**src/rtl/pipeline_ctrl_pkg.sv**
```systemverilog
// Shared constants for the back-end stall/flush controller: stage indices,
// pause patterns, FSM encoding and reset defaults.
package pipeline_ctrl_pkg;

  localparam int STAGE_PC  = 0;
  localparam int STAGE_IF  = 1;
  localparam int STAGE_ID  = 2;
  localparam int STAGE_EX  = 3;
  localparam int STAGE_MEM = 4;
  localparam int STAGE_WB  = 5;

  localparam int ExceptionCauseWidth = 7;

  localparam logic [31:0] RESET_PC_DEFAULT = 32'h1C00_0000;

  // A stall at stage k holds stage k and everything upstream of it.
  localparam logic [5:0] PAUSE_NONE = 6'b000000;
  localparam logic [5:0] PAUSE_IF   = 6'b000011;
  localparam logic [5:0] PAUSE_ID   = 6'b000111;
  localparam logic [5:0] PAUSE_EX   = 6'b001111;
  localparam logic [5:0] PAUSE_MEM  = 6'b011111;

  typedef enum logic {
    ST_RUN      = 1'b0,
    ST_REDIRECT = 1'b1
  } state_t;

endpackage

```
**src/rtl/pipeline_ctrl_pause_encoder.sv**
```systemverilog
// Priority encoder from per-stage stall requests to the pause vector;
// the most downstream requester wins.
module pipeline_ctrl_pause_encoder
  import pipeline_ctrl_pkg::*;
(
  input  logic       stall_req_if,
  input  logic       stall_req_id,
  input  logic       stall_req_ex,
  input  logic       stall_req_mem,
  output logic [5:0] pause
);

  always_comb begin
    pause = PAUSE_NONE;
    if (stall_req_mem)     pause = PAUSE_MEM;
    else if (stall_req_ex) pause = PAUSE_EX;
    else if (stall_req_id) pause = PAUSE_ID;
    else if (stall_req_if) pause = PAUSE_IF;
  end

endmodule

```
**src/rtl/pipeline_ctrl.sv**
```systemverilog
// Stall/flush controller for the 6-stage back end with exception/ertn redirect.
// Optional performance counters are enabled by defining PIPE_PERF_CNT_EN.
module pipeline_ctrl
  import pipeline_ctrl_pkg::*;
#(
  parameter logic [31:0] RESET_PC = RESET_PC_DEFAULT,
  parameter int          CNT_W    = 32
) (
  input  logic                           clk,
  input  logic                           rst,
  input  logic                           stall_req_if,
  input  logic                           stall_req_id,
  input  logic                           stall_req_ex,
  input  logic                           stall_req_mem,
  input  logic                           mem_is_exception,
  input  logic [ExceptionCauseWidth-1:0] mem_exception_cause,
  input  logic [31:0]                    mem_pc,
  input  logic                           mem_is_ertn,
  input  logic [31:0]                    csr_eentry,
  input  logic [31:0]                    csr_era,
  output logic [5:0]                     pause,
  output logic                           exception_flush,
  output logic                           csr_exc_en,
  output logic [ExceptionCauseWidth-1:0] csr_exc_cause,
  output logic [31:0]                    csr_exc_pc,
  output logic                           csr_ertn_en,
  output logic                           new_pc_valid,
`ifdef PIPE_PERF_CNT_EN
  output logic [CNT_W-1:0]               perf_stall_cycles,
  output logic [CNT_W-1:0]               perf_flush_count,
`endif
  output logic [31:0]                    new_pc
);

  state_t      state;
  logic [31:0] target;
  logic [5:0]  run_pause;
  logic        event_hit;

  pipeline_ctrl_pause_encoder u_pause_encoder (
    .stall_req_if  (stall_req_if),
    .stall_req_id  (stall_req_id),
    .stall_req_ex  (stall_req_ex),
    .stall_req_mem (stall_req_mem),
    .pause         (run_pause)
  );

  // Exception/ertn inputs are only honoured in RUN; REDIRECT holds bubbles.
  assign event_hit = (mem_is_exception || mem_is_ertn) && (state == ST_RUN);

  always_comb begin
    pause           = PAUSE_NONE;
    exception_flush = 1'b0;
    csr_exc_en      = 1'b0;
    csr_exc_cause   = '0;
    csr_exc_pc      = '0;
    csr_ertn_en     = 1'b0;
    new_pc_valid    = 1'b0;
    if (state == ST_RUN) begin
      if (event_hit) begin
        exception_flush = 1'b1;
        if (mem_is_exception) begin
          csr_exc_en    = 1'b1;
          csr_exc_cause = mem_exception_cause;
          csr_exc_pc    = mem_pc;
        end else begin
          csr_ertn_en = 1'b1;
        end
      end else begin
        pause = run_pause;
      end
    end else begin
      // Wait for the in-flight fetch to retire before steering the front end.
      if (stall_req_if) pause = PAUSE_IF;
      else              new_pc_valid = 1'b1;
    end
  end

  assign new_pc = target;

  always_ff @(posedge clk or negedge rst) begin
    if (!rst) begin
      state  <= ST_RUN;
      target <= RESET_PC;
    end else begin
      case (state)
        ST_RUN: begin
          if (event_hit) begin
            target <= mem_is_exception ? csr_eentry : csr_era;
            state  <= ST_REDIRECT;
          end
        end
        ST_REDIRECT: begin
          if (!stall_req_if) state <= ST_RUN;
        end
        default: state <= ST_RUN;
      endcase
    end
  end

`ifdef PIPE_PERF_CNT_EN
  always_ff @(posedge clk or negedge rst) begin
    if (!rst) begin
      perf_stall_cycles <= '0;
      perf_flush_count  <= '0;
    end else begin
      if ((state == ST_RUN) && (pause != PAUSE_NONE))
        perf_stall_cycles <= perf_stall_cycles + CNT_W'(1);
      if (exception_flush)
        perf_flush_count <= perf_flush_count + CNT_W'(1);
    end
  end
`else
  logic unused_cnt_w;
  assign unused_cnt_w = ^CNT_W;
`endif

endmodule

```
**config.mk**
```make
export PLATFORM = sky130hd
export DESIGN_NAME = pipeline_ctrl
export DESIGN_NICKNAME = d
export VERILOG_FILES = /design/src/rtl/pipeline_ctrl_pkg.sv /design/src/rtl/pipeline_ctrl_pause_encoder.sv /design/src/rtl/pipeline_ctrl.sv
export SDC_FILE = /design/constraint.sdc
export NUM_CORES = 1
export LEC_CHECK = 0
export CORE_MARGIN = 10
export CORE_UTILIZATION = 30
export CTS_CLUSTER_DIAMETER = 80
export DETAILED_ROUTE_END_ITERATION = 16
export DONT_BUFFER_PORTS = 1
export PLACE_DENSITY = 0.48
export SETUP_SLACK_MARGIN = 0.3
export SLEW_MARGIN = 10
export SYNTH_ARGS = -nofsm -noshare
export SYNTH_HDL_FRONTEND = slang
export SYNTH_SLANG_ARGS = --single-unit
```
**constraint.sdc**
```tcl
create_clock -name clk -period 2.4 [get_ports clk]
set_clock_uncertainty 0.05 [all_clocks]
set_input_delay 0.48 -clock clk [delete_from_list [all_inputs] [get_ports clk]]
set_output_delay 0.48 -clock clk [all_outputs]
set_load 0.01 [all_outputs]
```
==> impl_metrics.py, run 1 <==
metrics = {
    "floorplan": {
        "row_count": 29,
        "ios": 192,
        "coreArea_um2": 6422,
        "die_w_um": 101.9,
        "initial_core_util_pct": 31.37,
        "die_y_um": 101.9,
        "die_area_um2": 10390,
    },
    "detailed_routing": {
        "post_drt_via_cell_ratio": 5.290,
        "highest_layer": "met4",
        "routed-wl-met3_mm": 1.073,
        "route.detailed.drc": 0,
        "first_pass_iters": 2,
        "routed-via-count": 1259,
        "drt_iter0_markers": 21,
        "final_antenna_net_count": 0,
        "post_drt_wl_per_cell_um": 27.11,
        "wl_met2_mm": 3.451,
        "drt_wl_total_mm": 6.451,
        "wl_met1_mm": 1.911,
    },
    "synth": {
        "synth_top_area_share_pct": 37.27,
        "yosys.area_share.xor_xnor_pct": 0,
        "ys.flop_type": "dfrtp_1",
        "synth_edf_count": 0,
        "syn_area_um2": 2014,
        "ys.warnings.count": 0,
        "synth_top_family_by_area": "multiplexers",
        "synthAdderAreaFrac_pct": 0,
        "synth_cells": 163,
        "ys_ff_latch": 33,
        "synthArstFlopShare_pct": 100.0,
        "synth_simple_gate_area_share_pct": 14.97,
        "synthTopCellsByArea": "dfrtp_1 (37%), mux2_2 (28%), and2_1 (12%)",
        "synth_area_per_cell_um2": 12.36,
        "syn_nets": 274,
        "ys_types": 17,
        "yosysSeqAreaShare_pct": 41.18,
        "synthMuxAreaShare_pct": 38.39,
        "synth_compound_area_share_pct": 0.8696,
        "yosysMostFrequentCell": "mux2_2",
        "synth_common_cells": "mux2_2 (50), and2_1 (39), dfrtp_1 (30), mux2_4 (14), buf_2 (5)",
        "yosysTopAreaCell": "dfrtp_1",
    },
    "power_and_ir_drop": {
        "max-vdd-ir-drop_mv": 0.4138,
        "cellPowerDensity_nw_per_um2": 942.6,
        "p_leak_nw": 0.8955,
    },
    "timing": {
        "finalMaxSlewViolations": 0,
        "hold_viol": 0,
        "setup_viol": 0,
        "fmax_mhz": 495.1,
        "rsz0062_at_grt": "false",
        "finalCritPeriodShare_pct": 84.17,
        "period_minus_slack_ns": 2.020,
        "finalSetupTns_ns": 0,
    },
    "finish": {
        "fin_cells": 238,
        "nets": 271,
        "drive_above_1_share_pct": 49.69,
        "syn2layout_area_growth_pct": 7.454,
        "n_antenna_cell": 0,
    },
    "status": {
        "status": "completed",
    },
    "cts": {
        "clkSlewWorstSetupHoldPaths_ns": 0.07,
        "cts_tree": "built",
        "htreeDepth": 2,
        "ctsRootBufferMaster": "clkbuf_8",
        "cts_made_buffers": 5,
        "cts_buffer_depth": 2,
        "clk_latency_ns": 0.28,
        "cts_sinks": 33,
    },
    "critical_path": {
        "end_kind": "primary output",
        "regToRegEndpoint": "new_pc[15]$_DFFE_PN0P_",
        "crit_type": "reg -> out",
        "worstPathRequired_ns": 1.87,
        "r2r_slack_ns": 0.62,
        "arrival_ns": 1.49,
        "r2r-start": "state$_DFF_PN0_",
        "r2r_cells": 3,
        "start_kind": "flip-flop",
        "critPathMaxFanout": 31,
    },
    "job": {
        "maxCapViolCount": 0,
    },
    "worst_hold_path": {
        "min_to": "state$_DFF_PN0_",
        "worstHoldStart": "stall_req_if",
        "hold_class": "in -> reg",
        "hold_depth": 1,
    },
    "placement": {
        "placed_cells": 228,
        "place.gp.congestion": 0.6661,
        "hpwl_mm": 5.418,
        "portBuffers": 0,
    },
    "global_routing": {
        "grt_pass1_vias": 1494,
        "grtUsageTotal_pct": 10.84,
        "grt_pass1_wl_mm": 8.783,
        "antenna_found_initial": 0,
        "grt_start_max_net_pins": 41,
        "gr-total-overflow": 0,
    },
}
-- worst max-delay path by stage --
| stage | from | end | slack [ns] | cells after the start |
|---|---|---|---|---|
| 2_1_floorplan | mem_is_exception | pause[1] | 0.33 | 6 |
| 3_3_place_gp | state$_DFF_PN0_ | new_pc[21]$_DFFE_PN0P_ | 0.57 | 3 |
| 3_5_place_dp | state$_DFF_PN0_ | new_pc[15]$_DFFE_PN0P_ | 0.49 | 3 |
| 4_1_cts | state$_DFF_PN0_ | exception_flush | 0.35 | 2 |
| 5_1_grt | state$_DFF_PN0_ | pause[0] | 0.30 | 2 |
| 6_report | state$_DFF_PN0_ | exception_flush | 0.38 | 2 |
-- metal layers --
metal / vias to the layer above / GRT usage [%]
met3: 4 / 7.557
met5: - / 0
met1: 589 / 8.744
met2: 123 / 20.63
met4: 0 / 2.928
li1: 543 / -
-- stage by stage --
stage / util (%) / setup WS, ns / power, W / area (µm²) / hold WS [ns]
2_1_floorplan: - / 0.3344 / 0.001528 / 2019 / 0.1344
3_3_place_gp: 31.83 / 0.5725 / 0.001629 / 2044 / 0.1358
3_5_place_dp: 31.83 / 0.4912 / 0.001651 / 2044 / 0.1362
4_1_cts: 33.65 / 0.3460 / 0.002080 / 2161 / 0.2672
5_1_grt: 33.70 / 0.3009 / 0.002159 / 2165 / 0.2694
6_report: 33.70 / 0.3800 / 0.002040 / 2165 / 0.2717
-- what timing repair did --
item	4_1_cts	5_1_grt
setup buffers	0	0
resized for setup	1	2
pin swaps	0	0
setup endpoints to repair	1	1
hold buffers	2	0
endpoints found under the hold margin	33	0
-- placed cells by master (no fill, tap or decap), types with 2 or more instances in the layout --
| cell type | Yosys | routed |
|---|---|---|
| mux2_4 | 14 | 14 |
| clkbuf_8 | 0 | 5 |
| nor3b_1 | 2 | 2 |
| and2_1 | 39 | 39 |
| clkinv_2 | 0 | 2 |
| dfstp_2 | 3 | 3 |
| nor3_1 | 4 | 3 |
| mux2_2 | 50 | 50 |
| dfrtp_1 | 30 | 30 |
-- where the power goes --
group / internal [W] / switching (W)
clock: 0.000201 / 0.000195
sequential: 0.000780 / 0.000285
combinational: 0.000337 / 0.000243
total: 0.00132 / 0.000723
-- sequential cells by signal, summed over array words and instances (netlist names) --
register,flops
new_pc,32
state,1
-- layout make-up --
type	count	area, µm²
clock buffer	6	72.57
clock inverter	2	10.01
fill	635	4258
multi-input combinational	116	1104
sequential	33	829.5
tap	77	96.34
timing repair buffer	4	52.55
-- kinds of logic after synthesis --
| kind of cell | count (synthesis) |
|---|---|
| other | 1 |
| flip-flops | 33 |
| buffers and inverters | 14 |
| AND/OR/NAND/NOR | 49 |
| multiplexers | 64 |
| AO/OA/AOI/OAI | 2 |
-- worst max-delay path, cell delays in order, from the launching register on --
cell	delay, ns
dfrtp_1	0.46
o21ba_2	0.43
buf_8	0.31
Power figures use the tool's default switching activity.
==> run 2, diff against run 1 <==
- PLACE_DENSITY: 0.48 -> 0.49
- clock period: 2.4 -> 1.7 ns (I/O delays scaled with it)
==> impl_metrics.py, run 2 (synthesis results as in run 1) <==
metrics = {
    "placement": {
        "hpwl_mm": 5.391,
        "place.gp.congestion": 0.7906,
        "portBuffers": 0,
    },
    "critical_path": {
        "r2r_slack_ns": 0.06,
        "crit_type": "reg -> out",
        "worstPathRequired_ns": 1.31,
        "start_kind": "flip-flop",
        "end_kind": "primary output",
        "arrival_ns": 1.31,
        "critPathMaxFanout": 6,
    },
    "floorplan": {
        "die_w_um": 101.9,
        "die_area_um2": 10390,
        "initial_core_util_pct": 31.37,
        "row_count": 29,
        "die_y_um": 101.9,
        "ios": 192,
        "coreArea_um2": 6422,
    },
    "global_routing": {
        "grt_pass1_wl_mm": 9.266,
        "grtUsageTotal_pct": 11.59,
        "gr-total-overflow": 0,
        "grt_start_max_net_pins": 41,
        "grt_pass1_vias": 1512,
        "antenna_found_initial": 0,
    },
    "finish": {
        "largest_reg_flops": 32,
        "syn2layout_area_growth_pct": 21.61,
        "final_cell_mix": "mux2_2 (50), and2_4 (39), dfrtp_1 (29), mux2_4 (14), clkbuf_8 (5)",
        "drive_above_1_share_pct": 77.78,
        "ff_latch_area_um2": 830.8,
        "fin_util_pct": 38.15,
        "nets": 281,
        "multi_input_area_um2": 1245,
        "layout_commonest_cell": "mux2_2",
        "fillers": 598,
        "n_antenna_cell": 0,
    },
    "timing": {
        "setup_viol": 0,
        "worst_hold_slack_ns": 0.1349,
        "tightest_slew_ns": 0.5432,
        "period_minus_slack_ns": 1.696,
        "finalCritPeriodShare_pct": 99.77,
        "slew_headroom_pct": 63.45,
        "finalMaxSlewViolations": 0,
        "fmax_mhz": 589.6,
        "hold_viol": 0,
        "rsz0062_at_grt": "true",
    },
    "cts": {
        "cts_buffer_depth": 2,
        "htreeDepth": 2,
        "cts_sinks": 33,
        "ctsRootBufferMaster": "clkbuf_8",
        "cts_made_buffers": 5,
        "cts_tree": "built",
        "clkSlewWorstSetupHoldPaths_ns": 0.08,
        "clk_latency_ns": 0.28,
    },
    "worst_hold_path": {
        "hold_class": "in -> reg",
    },
    "detailed_routing": {
        "route.detailed.drc": 0,
        "first_pass_iters": 3,
        "drt_iter0_markers": 14,
        "post_drt_wl_per_cell_um": 27.16,
        "final_antenna_net_count": 0,
        "post_drt_via_cell_ratio": 5.286,
        "drt_wl_total_mm": 6.736,
        "routed-via-count": 1311,
    },
    "power_and_ir_drop": {
        "cellPowerDensity_nw_per_um2": 1284,
        "p_clk_share_pct": 18.5,
        "max-vdd-ir-drop_mv": 0.6000,
        "internal-power_w": 0.002062,
        "p_leak_nw": 1.047,
        "p_comb_share_pct": 34.1,
        "seq_power_share_pct": 47.4,
        "p_sw_share_pct": 34.43,
        "switchingPower_w": 0.001083,
    },
    "job": {
        "maxCapViolCount": 0,
    },
    "status": {
        "status": "completed",
    },
}
## run 2: cell count changes in the layout (fill, tap and decap cells not counted), moves of 2 or more
cell     previous run  this run
and2_1             39         0
and2_4              0        39
buf_4               1         4
buf_6               0         3
buf_12              1         3
nor3b_1             2         0
## run 2: layout make-up
type,count,share of cell area [%]
tap,77,3.933
timing repair buffer,13,7.814
clock buffer,5,2.809
multi-input combinational,117,50.82
clock inverter,3,0.7150
sequential,33,33.91
## run 2: stage by stage
stage | instances | instance area (µm²) | power, W | setup slack [ns] | TNS (ns)
after floorplan | 163 | 2062 | 0.002192 | 0.08571 | 0
after global placement | 232 | 2106 | 0.002348 | 0.1783 | 0
after detailed placement | 232 | 2106 | 0.002376 | 0.1271 | 0
after CTS | 246 | 2301 | 0.003095 | -0.03842 | -0.1329
after global routing | 248 | 2450 | 0.003337 | -0.07306 | -1.960
final | 248 | 2450 | 0.003145 | 0.003959 | 0
## run 2: timing repair
item | CTS | global route
cloned | 2 | 2
gates resized for setup | 7 | 40
endpoints found under the hold margin | 33 | 0
setup endpoints to repair | 79 | 79
pin swaps | 1 | 2
buffers inserted | 2 | 0
hold buffers | 2 | 0
## run 2: metal layers
metal	global-route usage [%]	routed length [µm]	vias to the layer above
li1	-	-	565
met1	10.00	2083	622
met2	21.27	3512	117
met3	7.355	1084	7
met4	4.230	55	0
met5	0	0	-
## run 2: worst paths after layout
path / start / end / cells after the start
max: state$_DFF_PN0_ / pause[1] / 3
min: stall_req_if / state$_DFF_PN0_ / 1
max reg2reg: state$_DFF_PN0_ / new_pc[22]$_DFFE_PN0P_ / 4
min reg2reg: new_pc[7]$_DFFE_PN0P_ / new_pc[7]$_DFFE_PN0P_ / 1
max in group asynchronous: rst / new_pc[27]$_DFFE_PN1P_ / 2
min in group asynchronous: rst / new_pc[24]$_DFFE_PN0P_ / 2
## run 2: power groups by stage
stage | sequential (W) | combinational (W) | clock [W]
3_3_place_gp | 0.00152 | 0.000829 | 0
4_1_cts | 0.00151 | 0.000977 | 0.000610
5_1_grt | 0.00154 | 0.00115 | 0.000650
3_5_place_dp | 0.00152 | 0.000857 | 0
2_1_floorplan | 0.00141 | 0.000786 | 0
6_report | 0.00149 | 0.00107 | 0.000582
## run 2: critical path, cell delays in order, from the launching register on
cell     delay (ns)
dfrtp_2        0.43
o21ba_4        0.22
buf_12         0.14
nor3_4         0.23
